===== src/rtl/dnn_sched_pkg.sv =====
// Shared types and width helpers for the datapath sequencers.
package dnn_sched_pkg;

  typedef enum logic [1:0] {
    IDLE,
    RUN,
    DRAIN
  } sched_state_e;

  function automatic int calc_cw(input int fo, input int p, input int z);
    return $clog2(fo * p / z);
  endfunction

  function automatic int calc_aw(input int p, input int z);
    return $clog2(p) * z;
  endfunction

endpackage


===== src/rtl/interleaver_sched_if.sv =====
// Output beat bus from the junction sequencer toward the actmem read logic.
interface interleaver_sched_if #(
  parameter int CW = 3,
  parameter int AW = 40
);
  logic          out_valid;
  logic          out_ready;
  logic [AW-1:0] out_mem_idx;
  logic [CW-1:0] out_cycle;
  logic          out_sweep_end;
  logic          out_last;

  modport master (
    output out_valid, out_mem_idx, out_cycle, out_sweep_end, out_last,
    input  out_ready
  );

  modport slave (
    input  out_valid, out_mem_idx, out_cycle, out_sweep_end, out_last,
    output out_ready
  );
endinterface


===== src/rtl/interleaver_sched_out_stage.sv =====
// Valid/ready output register: loads on request, holds payload while stalled.
module sched_out_stage #(
  parameter int W = 8
) (
  input  logic         clk,
  input  logic         reset,
  input  logic         load_i,
  input  logic         ready_i,
  input  logic [W-1:0] data_i,
  output logic         valid_o,
  output logic         can_load_o,
  output logic [W-1:0] data_o
);

  logic         valid_q;
  logic [W-1:0] data_q;

  always_ff @(posedge clk) begin
    if (reset) begin
      valid_q <= 1'b0;
      data_q  <= '0;
    end else if (load_i) begin
      valid_q <= 1'b1;
      data_q  <= data_i;
    end else if (valid_q && ready_i) begin
      valid_q <= 1'b0;
    end
  end

  assign can_load_o = !valid_q || ready_i;
  assign valid_o    = valid_q;
  assign data_o     = data_q;

endmodule


===== src/rtl/interleaver_sched.sv =====
// Junction-pass sequencer for interleaver_set; optional backward order via DNN_SCHED_REVERSE_EN.
module interleaver_sched
  import dnn_sched_pkg::*;
#(
  parameter int fo = 2,
  parameter int p  = 32,
  parameter int z  = 8,
  localparam int CW = calc_cw(fo, p, z),
  localparam int AW = calc_aw(p, z)
) (
  input  logic          clk,
  input  logic          reset,
  input  logic          start,
`ifdef DNN_SCHED_REVERSE_EN
  input  logic          dir,
`endif
  output logic          busy,
  output logic          done,
  output logic [CW-1:0] cycle_index,
  input  logic [AW-1:0] mem_idx_in,
  interleaver_sched_if.master out_bus
);

  localparam int SW = $clog2(p / z);
  localparam int PW = AW + CW + 2;

  sched_state_e  state_q;
  logic [CW-1:0] cnt_q;
  logic          done_q;
  logic          rev;
  logic [CW-1:0] cnt_init;
  logic [CW-1:0] cnt_step;
  logic          at_end;
  logic          sweep_end;
  logic          can_load;
  logic          advance;
  logic          out_valid;
  logic [PW-1:0] payload_d;
  logic [PW-1:0] payload_q;

`ifdef DNN_SCHED_REVERSE_EN
  logic dir_q;

  always_ff @(posedge clk) begin
    if (reset) begin
      dir_q <= 1'b0;
    end else if (state_q == IDLE && start) begin
      dir_q <= dir;
    end
  end

  assign rev      = dir_q;
  assign cnt_init = dir ? '1 : '0;
`else
  assign rev      = 1'b0;
  assign cnt_init = '0;
`endif

  assign at_end    = rev ? (cnt_q == '0) : (cnt_q == '1);
  assign sweep_end = rev ? (cnt_q[SW-1:0] == '0) : (cnt_q[SW-1:0] == '1);
  assign cnt_step  = rev ? (cnt_q - CW'(1)) : (cnt_q + CW'(1));
  assign advance   = (state_q == RUN) && can_load;
  assign payload_d = {mem_idx_in, cnt_q, sweep_end, at_end};

  // DRAIN spans the acceptance of the last beat plus the done cycle, so a
  // start coinciding with done still lands outside IDLE.
  always_ff @(posedge clk) begin
    if (reset) begin
      state_q <= IDLE;
      cnt_q   <= '0;
      done_q  <= 1'b0;
    end else begin
      done_q <= 1'b0;
      unique case (state_q)
        IDLE: begin
          if (start) begin
            state_q <= RUN;
            cnt_q   <= cnt_init;
          end
        end
        RUN: begin
          if (advance) begin
            if (at_end) begin
              cnt_q   <= '0;
              state_q <= DRAIN;
            end else begin
              cnt_q <= cnt_step;
            end
          end
        end
        DRAIN: begin
          if (done_q) begin
            state_q <= IDLE;
          end else if (out_valid && out_bus.out_ready) begin
            done_q <= 1'b1;
          end
        end
        default: state_q <= IDLE;
      endcase
    end
  end

  sched_out_stage #(
    .W (PW)
  ) u_out_stage (
    .clk        (clk),
    .reset      (reset),
    .load_i     (advance),
    .ready_i    (out_bus.out_ready),
    .data_i     (payload_d),
    .valid_o    (out_valid),
    .can_load_o (can_load),
    .data_o     (payload_q)
  );

  assign busy        = (state_q != IDLE);
  assign done        = done_q;
  assign cycle_index = cnt_q;

  assign out_bus.out_valid     = out_valid;
  assign out_bus.out_mem_idx   = payload_q[PW-1 -: AW];
  assign out_bus.out_cycle     = payload_q[CW+1 : 2];
  assign out_bus.out_sweep_end = payload_q[1];
  assign out_bus.out_last      = payload_q[0];

endmodule

===== src/flat_wrapper.sv =====
// flat-port wrapper written by rule: the top's interface ports become plain ports
module interleaver_sched_flat import dnn_sched_pkg::*;
#(
  parameter int fo = 2,
  parameter int p  = 32,
  parameter int z  = 8,
  localparam int CW = calc_cw(fo, p, z),
  localparam int AW = calc_aw(p, z)
)
  (clk, reset, start, busy, done, cycle_index, mem_idx_in, out_bus_out_valid, out_bus_out_mem_idx, out_bus_out_cycle, out_bus_out_sweep_end, out_bus_out_last, out_bus_out_ready);
  interleaver_sched_if out_bus_i ();
  input  logic clk;
  input  logic reset;
  input  logic start;
  output logic busy;
  output logic done;
  output logic [CW-1:0] cycle_index;
  input  logic [AW-1:0] mem_idx_in;
  output wire logic [$bits(out_bus_i.out_valid)-1:0] out_bus_out_valid;
  output wire logic [$bits(out_bus_i.out_mem_idx)-1:0] out_bus_out_mem_idx;
  output wire logic [$bits(out_bus_i.out_cycle)-1:0] out_bus_out_cycle;
  output wire logic [$bits(out_bus_i.out_sweep_end)-1:0] out_bus_out_sweep_end;
  output wire logic [$bits(out_bus_i.out_last)-1:0] out_bus_out_last;
  input wire logic [$bits(out_bus_i.out_ready)-1:0] out_bus_out_ready;
  assign out_bus_out_valid = out_bus_i.out_valid;
  assign out_bus_out_mem_idx = out_bus_i.out_mem_idx;
  assign out_bus_out_cycle = out_bus_i.out_cycle;
  assign out_bus_out_sweep_end = out_bus_i.out_sweep_end;
  assign out_bus_out_last = out_bus_i.out_last;
  assign out_bus_i.out_ready = out_bus_out_ready;
  interleaver_sched #(.fo(fo), .p(p), .z(z)) u_core (.clk(clk), .reset(reset), .start(start), .busy(busy), .done(done), .cycle_index(cycle_index), .mem_idx_in(mem_idx_in), .out_bus(out_bus_i));
endmodule

===== config.mk =====
export PLATFORM = sky130hd
export DESIGN_NAME = interleaver_sched_flat
export DESIGN_NICKNAME = d
export VERILOG_FILES = /design/src/rtl/dnn_sched_pkg.sv /design/src/rtl/interleaver_sched_if.sv /design/src/rtl/interleaver_sched_out_stage.sv /design/src/rtl/interleaver_sched.sv /design/src/flat_wrapper.sv
export SDC_FILE = /design/constraint.sdc
export NUM_CORES = 1
export LEC_CHECK = 0
export BUFFER_PORTS_ARGS = -buffer_cell sky130_fd_sc_hd__buf_2
export CAP_MARGIN = 20
export CELL_PAD_IN_SITES_DETAIL_PLACEMENT = 2
export CELL_PAD_IN_SITES_GLOBAL_PLACEMENT = 2
export CORE_MARGIN = 2
export CORE_UTILIZATION = 22
export DETAILED_ROUTE_END_ITERATION = 10
export PLACE_DENSITY = 0.74
export SETUP_SLACK_MARGIN = 0.05
export SYNTH_ARGS = -nofsm -noshare
export SYNTH_HDL_FRONTEND = slang
export SYNTH_SLANG_ARGS = --single-unit

===== constraint.sdc =====
create_clock -name clk -period 1.4 [get_ports clk]
set_clock_uncertainty 0.15 [all_clocks]
set_input_delay 0.42 -clock clk [delete_from_list [all_inputs] [get_ports clk]]
set_output_delay 0.42 -clock clk [all_outputs]
set_load 0.005 [all_outputs]

==> results.md, run 1 <==
- The distinct cell type count after synthesis is 23.
- The clock tree buffer depth is 2.
- Routability-driven placement finished with a final weighted congestion of between 0.6 and 0.7.
- STA classifies the critical path endpoint as a primary output.
- The post-placement worst setup slack is -0.120 ns.
- The share of synthesized area in the top cell type comes to 0.520.
- The total overflow left after global routing is 0.
- The maximum single-stage delay on the critical path is roughly 0.35 ns.
- After layout, the minimum clock period comes to approximately 1.6 ns.
- STA classifies the critical path startpoint as a register.
- The internal power contribution is 2450 uW.
- The later pin in the worst-skew pair is clocked with a latency of around 0.30 ns.
- The share of total power dissipated in the clock network is 0.265.
- The initial standard-cell utilization of the core is 0.228.
- The beginning of the worst register-to-register path is u_core.state_q[0].
- CTS placed an instance of sky130_fd_sc_hd__clkbuf_8 at the clock tree root.
- Of all nets on the critical path, the largest fanout is 2.
- In this run the cell area of the synthesized design comes to 2000 um2.
- For this block, the via count after detailed routing is between 2,000 and 2,500.
- Across all setup checks in the final design, the least slack found is -0.181 ns.
- The number of rows created at floorplan is 34.
- The number of cells on the worst reg-to-reg path is 7.
- The final-report max-slew violation count came to 0.
- Setup violations remaining at the end of the flow were counted as 37.
- The largest total area in the synthesized netlist belongs to sky130_fd_sc_hd__dfxtp_1.
- Ranked by total cell area, the synthesized netlist is headed by sky130_fd_sc_hd__dfxtp_1, sky130_fd_sc_hd__a21oi_1, sky130_fd_sc_hd__o21ai_0.
- The flow ran to the end, but the final reports show violations.
- For this design the total switching power over the nets is approximately 1000 uW.
- The fraction of power spent switching nets is 0.298.
- The mean instance size in the synthesized netlist is 8.41 um2.
- The net count after synthesis is between 200 and 300.
- The number of hold violations in the final report is 0.
- The required time of the critical path is between 0.8 and 0.9 ns.
- The die covers between 9000 and 10,000 um2.
- The register-to-register setup slack is -0.18 ns.
- The top cell types in the final layout, fill and taps aside, are sky130_fd_sc_hd__buf_2, sky130_fd_sc_hd__dfxtp_2, sky130_fd_sc_hd__a21oi_2, sky130_fd_sc_hd__buf_6, sky130_fd_sc_hd__nand3_4.
- 0 antenna diodes ended up in the layout.
- The share of total power dissipated in combinational logic is 0.272.
- The worst hold path terminates at u_core.u_out_stage.data_o[20].
- The start-to-end type of the worst setup path is reg -> out.
- The count of state elements after synthesis is between 50 and 60.
- The initial antenna violation count is 0.
- Max-cap violations in this run came to 0.
- Relative to the synthesized area, the layout overhead comes to 113%.
- The number of port buffers is 94.
- The final-layout setup total negative slack is -2.84 ns.
- Buffers inserted during clock tree synthesis total 5.
- The detailed-route wire length is ~10,000 um.
- In the final routed layout, each cell accounts on average for between 20 and 25 um.
- The pre-antenna-repair detailed-routing pass consisted of 4 iterations.
- The clock slew seen by the registers of the worst setup and hold paths is around 0.1 ns.
- CTS built an H-tree with a depth of 2.
- In the global route stage, overall resource usage came out at 0.165.
- The cell family contributing the most delay on the critical path is flip-flops.
- The worst register-to-register path ends at u_core.u_out_stage.data_o[7].
- The final design utilization is 0.486.
- Of the synthesized area, sequential elements account for 0.520.
- Of the cells placed in the final design, the portion with a size suffix greater than 1 is 0.851.
- Entering global routing, the biggest net connects 30 pins.
- The min-delay analysis places its worst path in the category in -> reg.
- Synthesis produced a netlist whose cell count is around 240.
- The critical path starts at u_core.state_q[1].
- The via count of the first global-routing pass was 2,431.
- Setup repair after global routing could not meet its margin everywhere.
- In the routed layout, each cell is associated on average with a via count of slightly above 5.
- The number of placed I/O pins is 95.
- Derived from the worst setup path, the maximum achievable clock frequency is approximately 630 MHz.
- From left edge to right edge, the die measures roughly 99 um.
- For the worst setup path, the data arrival time is around 1.0 ns.
- TritonCTS built the clock tree.
- Including well taps, the total number of placed cells is approximately 430.
- The final net count is 415.
- The worst vdd rail ir drop is about 0.00044 V.
- The slowest stage of the critical path is the sky130_fd_sc_hd__dfxtp_4 cell.
- The wire length of the first global-routing pass is roughly 13,000 um.
- Counting both buffers and inverters, the worst setup path holds a total of 1.
- The checks that failed: negative setup slack.
- The signal on the critical path passes through or2_4, buf_6.
- The core region is ~8800 um2.
- The final period utilization is 1.13.
- Counting instances, the worst hold path has a depth of 3.
- In this run the static leakage power is between 0.0015 and 0.002 uW.
- Leaving out fill and tap cells, the most frequent cell in the layout is sky130_fd_sc_hd__buf_2.
- Leaving out filler cells and counting taps, the final layout contains 478.
- For this design, the sink count on the clock tree is 52.
- The vertical extent of the die is 99.4 um.
- Once detail routing completed, the nets flagged for antenna violations numbered 0.
- During synthesis, Yosys emitted a total of 0 warnings.
- The part of the total power dissipated in sequential elements is 0.463.
- The relative slew slack is 0.755.
- After detailed routing, the number of remaining DRC violations is 0.
- The areal power density over the cells is ~820 nW/um2.
- The initial detailed-routing violation count is 62.
- The startpoint identified for the worst hold timing path is mem_idx_in[15].
- The slew at the pin closest to its max-slew limit is 0.368 ns.
- Once detailed placement completed, the half-perimeter wirelength came to ~5000 um.
[cell type report]
type | instances | area (um2)
clock buffer | 7 | 86.3
clock inverter | 1 | 7.51
fill | 898 | 4500
multi-input combinational | 160 | 1560
sequential | 52 | 1110
tap | 108 | 135
timing repair buffer | 150 | 1360
[cell usage after synthesis (all sizes together)]
library cell / instances
nor2b: 2
nor2: 1
o21bai: 1
a311oi: 1
a21oi: 50
nand2b: 2
and3b: 1
nor3: 1
ha: 2
nand2: 2
buf: 10
or4: 1
o21ai: 48
clkbuf: 16
nand3: 45
dfxtp: 52
nand4b: 2
or2: 1
[routing by layer]
layer,track usage,vias up,routed length [um]
li1,-,1128,-
met1,0.198,1214,4100
met2,0.299,70,5760
met3,0.0387,12,463
met4,0.0348,0,97
met5,0,-,0
[tightest hold or removal path, cell delays in order]
cell and delay [ns]:
sky130_fd_sc_hd__buf_2 0.11, sky130_fd_sc_hd__nand3_2 0.06, sky130_fd_sc_hd__a21oi_2 0.04
[power by group through the flow]
stage / logic [uW] / clock network (uW) / registers [uW]
6_report: 948 / 922 / 1610
2_1_floorplan: 201 / 0 / 1630
3_3_place_gp: 445 / 0 / 1630
3_5_place_dp: 457 / 0 / 1630
4_1_cts: 632 / 968 / 1590
5_1_grt: 1010 / 1010 / 1620
[worst max-delay path by stage]
stage	end	depth (start not counted)
global placement	u_core.u_out_stage.data_o[21]	5
CTS	busy	2
detailed placement	u_core.u_out_stage.data_o[26]	5
global route	u_core.u_out_stage.data_o[7]	7
floorplan	u_core.cycle_index[0]	4
finish	busy	2
[flip-flops by register name, summed over array words and instances, names as in the netlist]
register,count
u_core.cycle_index,3
u_core.done,1
u_core.state_q,2
u_core.u_out_stage.data_o,45
u_core.u_out_stage.valid_o,1
[per-stage QoR]
| step | total power, uW | hold slack, ns | area (um2) |
|---|---|---|---|
| after global placement | 2070 | 0.307 | 2710 |
| final | 3480 | 0.204 | 4260 |
| after global routing | 3640 | 0.204 | 4260 |
| after floorplan | 1830 | 0.310 | 2040 |
| after CTS | 3190 | 0.192 | 3260 |
| after detailed placement | 2090 | 0.321 | 2710 |
[kinds of logic (layout without fill, tap and decap cells)]
group / after synthesis / in the layout / synth area share
AOI/OAI and AO/OA: 100 / 100 / 0.253
and+or+nand+nor: 58 / 58 / 0.154
DFF: 52 / 52 / 0.520
buffers and inverters: 26 / 158 / 0.0594
adders and majority gates: 2 / 2 / 0.0125
[what timing repair did]
action / 4_1_cts / 5_1_grt
hold buffers: 0 / 0
resized for setup: 70 / 191
pin swaps: 15 / 79
endpoints found under the setup margin: 43 / 97
buffers inserted: 12 / 21
cloned: 5 / 5
(Power assumes the default switching activity.)
==> inputs of run 2 (changes only) <==
--- a/config.mk
+++ b/config.mk
@@ -7,12 +7,12 @@
 export LEC_CHECK = 0
 export BUFFER_PORTS_ARGS = -buffer_cell sky130_fd_sc_hd__buf_2
 export CAP_MARGIN = 20
-export CELL_PAD_IN_SITES_DETAIL_PLACEMENT = 2
-export CELL_PAD_IN_SITES_GLOBAL_PLACEMENT = 2
+export CELL_PAD_IN_SITES_DETAIL_PLACEMENT = 1
+export CELL_PAD_IN_SITES_GLOBAL_PLACEMENT = 1
 export CORE_MARGIN = 2
-export CORE_UTILIZATION = 22
+export CORE_UTILIZATION = 25
 export DETAILED_ROUTE_END_ITERATION = 10
-export PLACE_DENSITY = 0.74
+export PLACE_DENSITY = 0.66
 export SETUP_SLACK_MARGIN = 0.05
 export SYNTH_ARGS = -nofsm -noshare
 export SYNTH_HDL_FRONTEND = slang
==> results.md, run 2 (synthesis gave the netlist of run 1 again) <==
- Result of the run: finished with violations (unchanged).
- Violations in the final reports: negative setup slack (unchanged).
- Setup repair after global routing missed its margin: yes (unchanged).
- The initial antenna violation count came to 0 (unchanged).
- The vertical extent of the die is 93.5 um (was 99.4 um).
- The fraction of final layout cells sized beyond drive strength 1 is 0.638 (was 0.851).
- The arrival time of the worst setup path is 1.03 ns (was 1.01 ns).
- The required time of the critical path came to 0.83 ns (about the same).
- The final weighted congestion in routability-driven placement was 0.728 (was 0.688).
- The final-report max-slew violation count is 0 (unchanged).
- The final net count is 399 (was 415).
- The fmax is 626 MHz (was 633 MHz).
- The length of the first detailed-routing pass in iterations is 4 (unchanged).
- The flip-flop count of the largest register after layout is 45 (unchanged).
- The hold buffer count at CTS is 0 (unchanged).
- The most common library cell in the layout ignoring fill and taps is sky130_fd_sc_hd__buf_2 (unchanged).
- The core area is 7730 um2 (was 8760 um2).
- The mean routed wirelength per cell is 16.3 um (was 21.8 um).
- The category of the worst setup path capture point is a primary output (unchanged).
- The via count of the first global-routing pass is 2,198 (was 2,431).
- The CTS tree is yes (unchanged).
- The global routing usage summed across all routing layers was 0.161 (was 0.165).
- The detailed-route wire length is 7440 um (was 10,400 um).
- The clock sink count is 52 (unchanged).
- The number of max-cap violations was 0 (unchanged).
- The final period utilization was 1.14 (was 1.13).
- The x dimension of the die is 93.5 um (was 99.4 um).
- The routed via count is 2,200 (was 2,424).
- The final design utilization came to 0.441 (was 0.486).
- The areal power density over the cells came to 926 nW/um2 (was 818 nW/um2).
- The launching element type of the critical path is a register (unchanged).
- The wire length of the first global-routing pass was 11,100 um (was 12,800 um).
- Most frequent cells in the layout: sky130_fd_sc_hd__buf_2, sky130_fd_sc_hd__dfxtp_2, sky130_fd_sc_hd__a21oi_1, sky130_fd_sc_hd__nand3_1, sky130_fd_sc_hd__o21ai_0 (was sky130_fd_sc_hd__buf_2, sky130_fd_sc_hd__dfxtp_2, sky130_fd_sc_hd__a21oi_2, sky130_fd_sc_hd__buf_6, sky130_fd_sc_hd__nand3_4).
- The relative slew slack was 0.777 (was 0.755).
- The synthesis-to-layout area growth is 70.3% (was 113%).
- The clock slew seen by the registers of the worst setup and hold paths came to 0.10 ns (about the same).
- The floorplan die area is 8730 um2 (was 9870 um2).
- The count of inserted antenna diode cells is 0 (unchanged).
- The number of H-tree levels is 2 (unchanged).
- The critical-path maximum fanout is 2 (unchanged).
- The final worst slack came to -0.199 ns (was -0.181 ns).
- The half-perimeter wire length of the detailed placement result came to 4510 um (was 4980 um).
- The insertion delay to the later sink of the worst-skew pair is 0.30 ns (about the same).
- The number of port buffers came to 94 (unchanged).
- The number of setup violations in the final report is 32 (was 37).
- The final critical path time including I/O delays and setup came to 1.60 ns (was 1.58 ns).
- The residual DRC count is 0 (unchanged).
- The initial standard-cell utilization of the core is 0.259 (was 0.228).
- The number of vias per cell came to 4.82 (was 5.07).
- The initial detailed-routing violation count is 71 (was 62).
- The slew at the pin closest to its max-slew limit was 0.335 ns (was 0.368 ns).
- The buffer type at the clock tree root is sky130_fd_sc_hd__clkbuf_8 (unchanged).
- The number of placed I/O pins is 95 (unchanged).
- The number of rows created at floorplan was 32 (was 34).
- The worst slack on hold paths is 0.194 ns (was 0.204 ns).
- The clock tree buffer depth is 2 (unchanged).
- The total clock buffers created by CTS is 5 (unchanged).
- The worst vdd rail ir drop is 0.000429 V (was 0.000436 V).
- The number of routed nets with antenna violations came to 0 (unchanged).
- The reported leakage power was 0.00143 uW (was 0.00165 uW).
- The largest net degree at the start of global routing is 28 (was 30).
- The number of hold violations in the final report is 0 (unchanged).
- The start-to-end type of the worst setup path is reg -> out (unchanged).
- The global route total overflow is 0 (unchanged).
- The worst hold path class is in -> reg (unchanged).
-- run 2: cell types whose count changed in the layout (fill, tap and decap cells not counted), moves of 4 or more --
cell / before / now
sky130_fd_sc_hd__nand3_1: 1 / 35
sky130_fd_sc_hd__a21oi_1: 8 / 37
sky130_fd_sc_hd__a21oi_2: 42 / 13
sky130_fd_sc_hd__nand3_4: 29 / 1
sky130_fd_sc_hd__o21ai_0: 11 / 30
sky130_fd_sc_hd__o21ai_2: 14 / 4
sky130_fd_sc_hd__o21ai_1: 23 / 14
sky130_fd_sc_hd__buf_12: 10 / 4
sky130_fd_sc_hd__nand3_2: 15 / 9
sky130_fd_sc_hd__buf_4: 24 / 20
sky130_fd_sc_hd__buf_6: 30 / 26
-- run 2: area by class of cell --
cell class                 instances  area [um2]
fill                             923        4320
sequential                        52        1110
timing repair buffer             134        1060
multi-input combinational        160        1020
tap                              102         128
clock buffer                       7        86.3
clock inverter                     1        7.51
-- run 2: critical path: stages (launching register included) --
cell and delay (ns):
sky130_fd_sc_hd__dfxtp_4 0.36, sky130_fd_sc_hd__or2_4 0.25, sky130_fd_sc_hd__buf_6 0.12
-- run 2: where the power goes --
part / leakage, uW / internal (uW) / switching (uW) / total [uW]
logic: 0.000938 / 336 / 300 / 636
clock network: 0.0000445 / 403 / 508 / 911
registers: 0.000447 / 1560 / 42.3 / 1610
total: 0.00143 / 2300 / 850 / 3150
-- run 2: metal layers --
layer	vias to the layer above	track usage	share of wire
met1	1049	0.201	0.42
met3	5	0.0516	0.060
met5	-	0	0
li1	1086	-	-
met2	60	0.275	0.51
met4	0	0.0270	0.0051
-- run 2: path summary, 6_finish.rpt --
kind	startpoint	endpoint	slack [ns]	cells after the start
setup / recovery	u_core.state_q[1]	busy	-0.20	2
hold / removal	mem_idx_in[6]	u_core.u_out_stage.data_o[11]	0.19	3
setup reg to reg	u_core.state_q[1]	u_core.cycle_index[0]	-0.12	4
hold reg to reg	u_core.u_out_stage.data_o[0]	u_core.u_out_stage.data_o[0]	0.31	2
-- run 2: through the flow --
step | total power (uW) | cells | worst slack (ns) | area (um2) | TNS, ns
floorplan | 1830 | 238 | 0.00938 | 2040 | 0
global placement | 2060 | 427 | -0.0549 | 2710 | -1.31
detailed placement | 2070 | 427 | -0.0904 | 2710 | -2.15
CTS | 3070 | 449 | -0.189 | 3040 | -1.51
global route | 3330 | 456 | -0.233 | 3410 | -4.47
finish | 3150 | 456 | -0.199 | 3410 | -1.83
-- run 2: timing repair --
action,CTS,global route
endpoints found under the setup margin,11,98
gates cloned,2,3
setup buffers,12,4
pin swaps,1,12
gates resized for setup,31,98
==> inputs of run 3 (changes only) <==
--- a/config.mk
+++ b/config.mk
@@ -10,10 +10,11 @@
 export CELL_PAD_IN_SITES_DETAIL_PLACEMENT = 1
 export CELL_PAD_IN_SITES_GLOBAL_PLACEMENT = 1
 export CORE_MARGIN = 2
-export CORE_UTILIZATION = 25
+export CORE_UTILIZATION = 29
 export DETAILED_ROUTE_END_ITERATION = 10
-export PLACE_DENSITY = 0.66
+export PLACE_DENSITY = 0.75
 export SETUP_SLACK_MARGIN = 0.05
+export SKIP_CTS_REPAIR_TIMING = 1
 export SYNTH_ARGS = -nofsm -noshare
 export SYNTH_HDL_FRONTEND = slang
 export SYNTH_SLANG_ARGS = --single-unit
==> constraint.sdc (replaced) <==
create_clock -name clk -period 1.4 [get_ports clk]
set_clock_uncertainty 0.15 [all_clocks]
set_input_delay 0.42 -clock clk [delete_from_list [all_inputs] [get_ports clk]]
set_output_delay 0.42 -clock clk [all_outputs]
set_load 0.02 [all_outputs]
==> results.md, run 3 (synthesis gave the netlist of run 1 again) <==
- The final worst slack is -0.207 ns (was -0.199 ns).
- The clock tree buffer depth was 2 (unchanged).
- The final period utilization is 1.15 (was 1.14).
- The floorplan die area is 7580 um2 (was 8730 um2).
- The number of routed nets with antenna violations is 0 (unchanged).
- The number of port buffers is 94 (unchanged).
- The total clock buffers created by CTS is 5 (unchanged).
- The residual DRC count was 0 (unchanged).
- The insertion delay to the later sink of the worst-skew pair is 0.30 ns (about the same).
- The vertical extent of the die is 87.1 um (was 93.5 um).
- The clock sink count is 52 (unchanged).
- The number of standard cells in the final layout excluding fillers was 430 (was 456).
- The synthesis-to-layout area growth was 99.4% (was 70.3%).
- The initial standard-cell utilization of the core is 0.298 (was 0.259).
- The number of hold violations in the final report came to 0 (unchanged).
- The initial antenna violation count came to 0 (unchanged).
- The required time of the critical path came to 0.83 ns (about the same).
- The global route total overflow is 0 (unchanged).
- The count of inserted antenna diode cells is 0 (unchanged).
- The number of rows created at floorplan is 30 (was 32).
- The via count of the first global-routing pass is 2,004 (was 2,198).
- The fraction of final layout cells sized beyond drive strength 1 came to 0.757 (was 0.638).
- The final design utilization came to 0.594 (was 0.441).
- The cell area after placement is 2710 um2 (unchanged).
- The number of max-cap violations is 0 (unchanged).
- The number of vias per cell is 5.28 (was 4.82).
- The start-to-end type of the worst setup path was reg -> out (unchanged).
- The largest net degree at the start of global routing is 38 (was 28).
- The core area is 6720 um2 (was 7730 um2).
- The worst vdd rail ir drop was 0.000527 V (was 0.000429 V).
- The final weighted congestion in routability-driven placement is 0.775 (was 0.728).
- The worst hold path class is in -> reg (unchanged).
- The final standard cell area without fillers came to 3990 um2 (was 3410 um2).
- The length of the first detailed-routing pass in iterations is 4 (unchanged).
- The total power of the final layout is 3570 uW (was 3150 uW).
- The detailed-route wire length came to 8230 um (was 7440 um).
- The cell total after placement is 405 (was 427).
- The buffer type at the clock tree root is sky130_fd_sc_hd__clkbuf_8 (unchanged).
- The final critical path time including I/O delays and setup is 1.61 ns (was 1.60 ns).
- Setup repair after global routing missed its margin: yes (unchanged).
- The global routing usage summed across all routing layers is 0.161 (about the same).
- The final net count is 395 (was 399).
- Violations in the final reports: negative setup slack (unchanged).
- The relative slew slack is 0.766 (was 0.777).
- The areal power density over the cells is 895 nW/um2 (was 926 nW/um2).
- Result of the run: finished with violations (unchanged).
- The x dimension of the die is 87.1 um (was 93.5 um).
- The number of H-tree levels came to 2 (unchanged).
- Most frequent cells in the layout: sky130_fd_sc_hd__buf_6, sky130_fd_sc_hd__dfxtp_2, sky130_fd_sc_hd__buf_2, sky130_fd_sc_hd__o21ai_0, sky130_fd_sc_hd__a21oi_2 (was sky130_fd_sc_hd__buf_2, sky130_fd_sc_hd__dfxtp_2, sky130_fd_sc_hd__a21oi_1, sky130_fd_sc_hd__nand3_1, sky130_fd_sc_hd__o21ai_0).
- The number of placed I/O pins is 95 (unchanged).
- The half-perimeter wire length of the detailed placement result is 4270 um (was 4510 um).
- The critical-path maximum fanout was 4 (was 2).
- The reported leakage power was 0.00151 uW (was 0.00143 uW).
- The flip-flop count of the largest register after layout is 45 (unchanged).
- The slew at the pin closest to its max-slew limit is 0.350 ns (was 0.335 ns).
- The routed via count is 2,270 (was 2,200).
- The CTS tree is yes (unchanged).
- The category of the worst setup path capture point was a primary output (unchanged).
- The initial detailed-routing violation count is 30 (was 71).
- The wire length of the first global-routing pass came to 9680 um (was 11,100 um).
- The fmax is 622 MHz (was 626 MHz).
- The most common library cell in the layout ignoring fill and taps is sky130_fd_sc_hd__buf_6 (was sky130_fd_sc_hd__buf_2).
- The clock slew seen by the registers of the worst setup and hold paths is 0.11 ns (was 0.10 ns).
- The number of setup violations in the final report was 6 (was 32).
- The final-report max-slew violation count is 0 (unchanged).
- The final-layout fill cell count was 718 (was 923).
- The mean routed wirelength per cell is 19.1 um (was 16.3 um).
- The launching element type of the critical path is a register (unchanged).
- The arrival time of the worst setup path came to 1.04 ns (was 1.03 ns).
==> run 3: worst paths after layout <==
path	startpoint	to	slack, ns	cells after the start
setup reg to reg	u_core.cycle_index[0]	u_core.cycle_index[0]	-0.06	4
hold / removal	mem_idx_in[10]	u_core.u_out_stage.data_o[15]	0.19	3
hold reg to reg	u_core.u_out_stage.data_o[40]	u_core.u_out_stage.data_o[40]	0.34	2
setup / recovery	u_core.state_q[0]	busy	-0.21	2
==> run 3: final cells by class <==
class | instances | area (um2) | share of cell area
well taps | 80 | 100 | 0.0251
clock buffers | 5 | 68.8 | 0.0173
flip-flops and latches | 52 | 1120 | 0.280
repair buffers | 130 | 1290 | 0.322
multi-input cells | 160 | 1370 | 0.344
clock inverters | 3 | 41.3 | 0.0104
==> run 3: routing by layer <==
| metal | share of wire | wire (um) | up-vias | global-route usage |
|---|---|---|---|---|
| met5 | 0 | 0 | - | 0 |
| met1 | 0.39 | 3240 | 1112 | 0.211 |
| met3 | 0.045 | 368 | 4 | 0.0417 |
| met2 | 0.55 | 4550 | 72 | 0.260 |
| li1 | - | - | 1082 | - |
| met4 | 0.0092 | 76 | 0 | 0.0497 |
==> run 3: through the flow <==
step                      setup WS [ns]  TNS, ns  hold WS (ns)
final                            -0.207   -0.507         0.185
after global routing             -0.248   -0.971         0.166
after CTS                        -0.305   -0.953         0.185
after detailed placement        -0.0959    -1.01         0.318
after global placement          -0.0256  -0.0409         0.306
after floorplan                 -0.0111  -0.0111         0.330
==> run 3: worst max-delay path, cell delays in order (launching register included) <==
cell	delay [ns]
sky130_fd_sc_hd__dfxtp_4	0.36
sky130_fd_sc_hd__or2_4	0.24
sky130_fd_sc_hd__buf_6	0.13
==> run 3: power breakdown <==
group          internal, uW  leakage (uW)  total (uW)  switching (uW)
combinational           430       0.00101         892             462
sequential             1560      0.000449        1620            57.2
clock                   532     0.0000585        1060             528
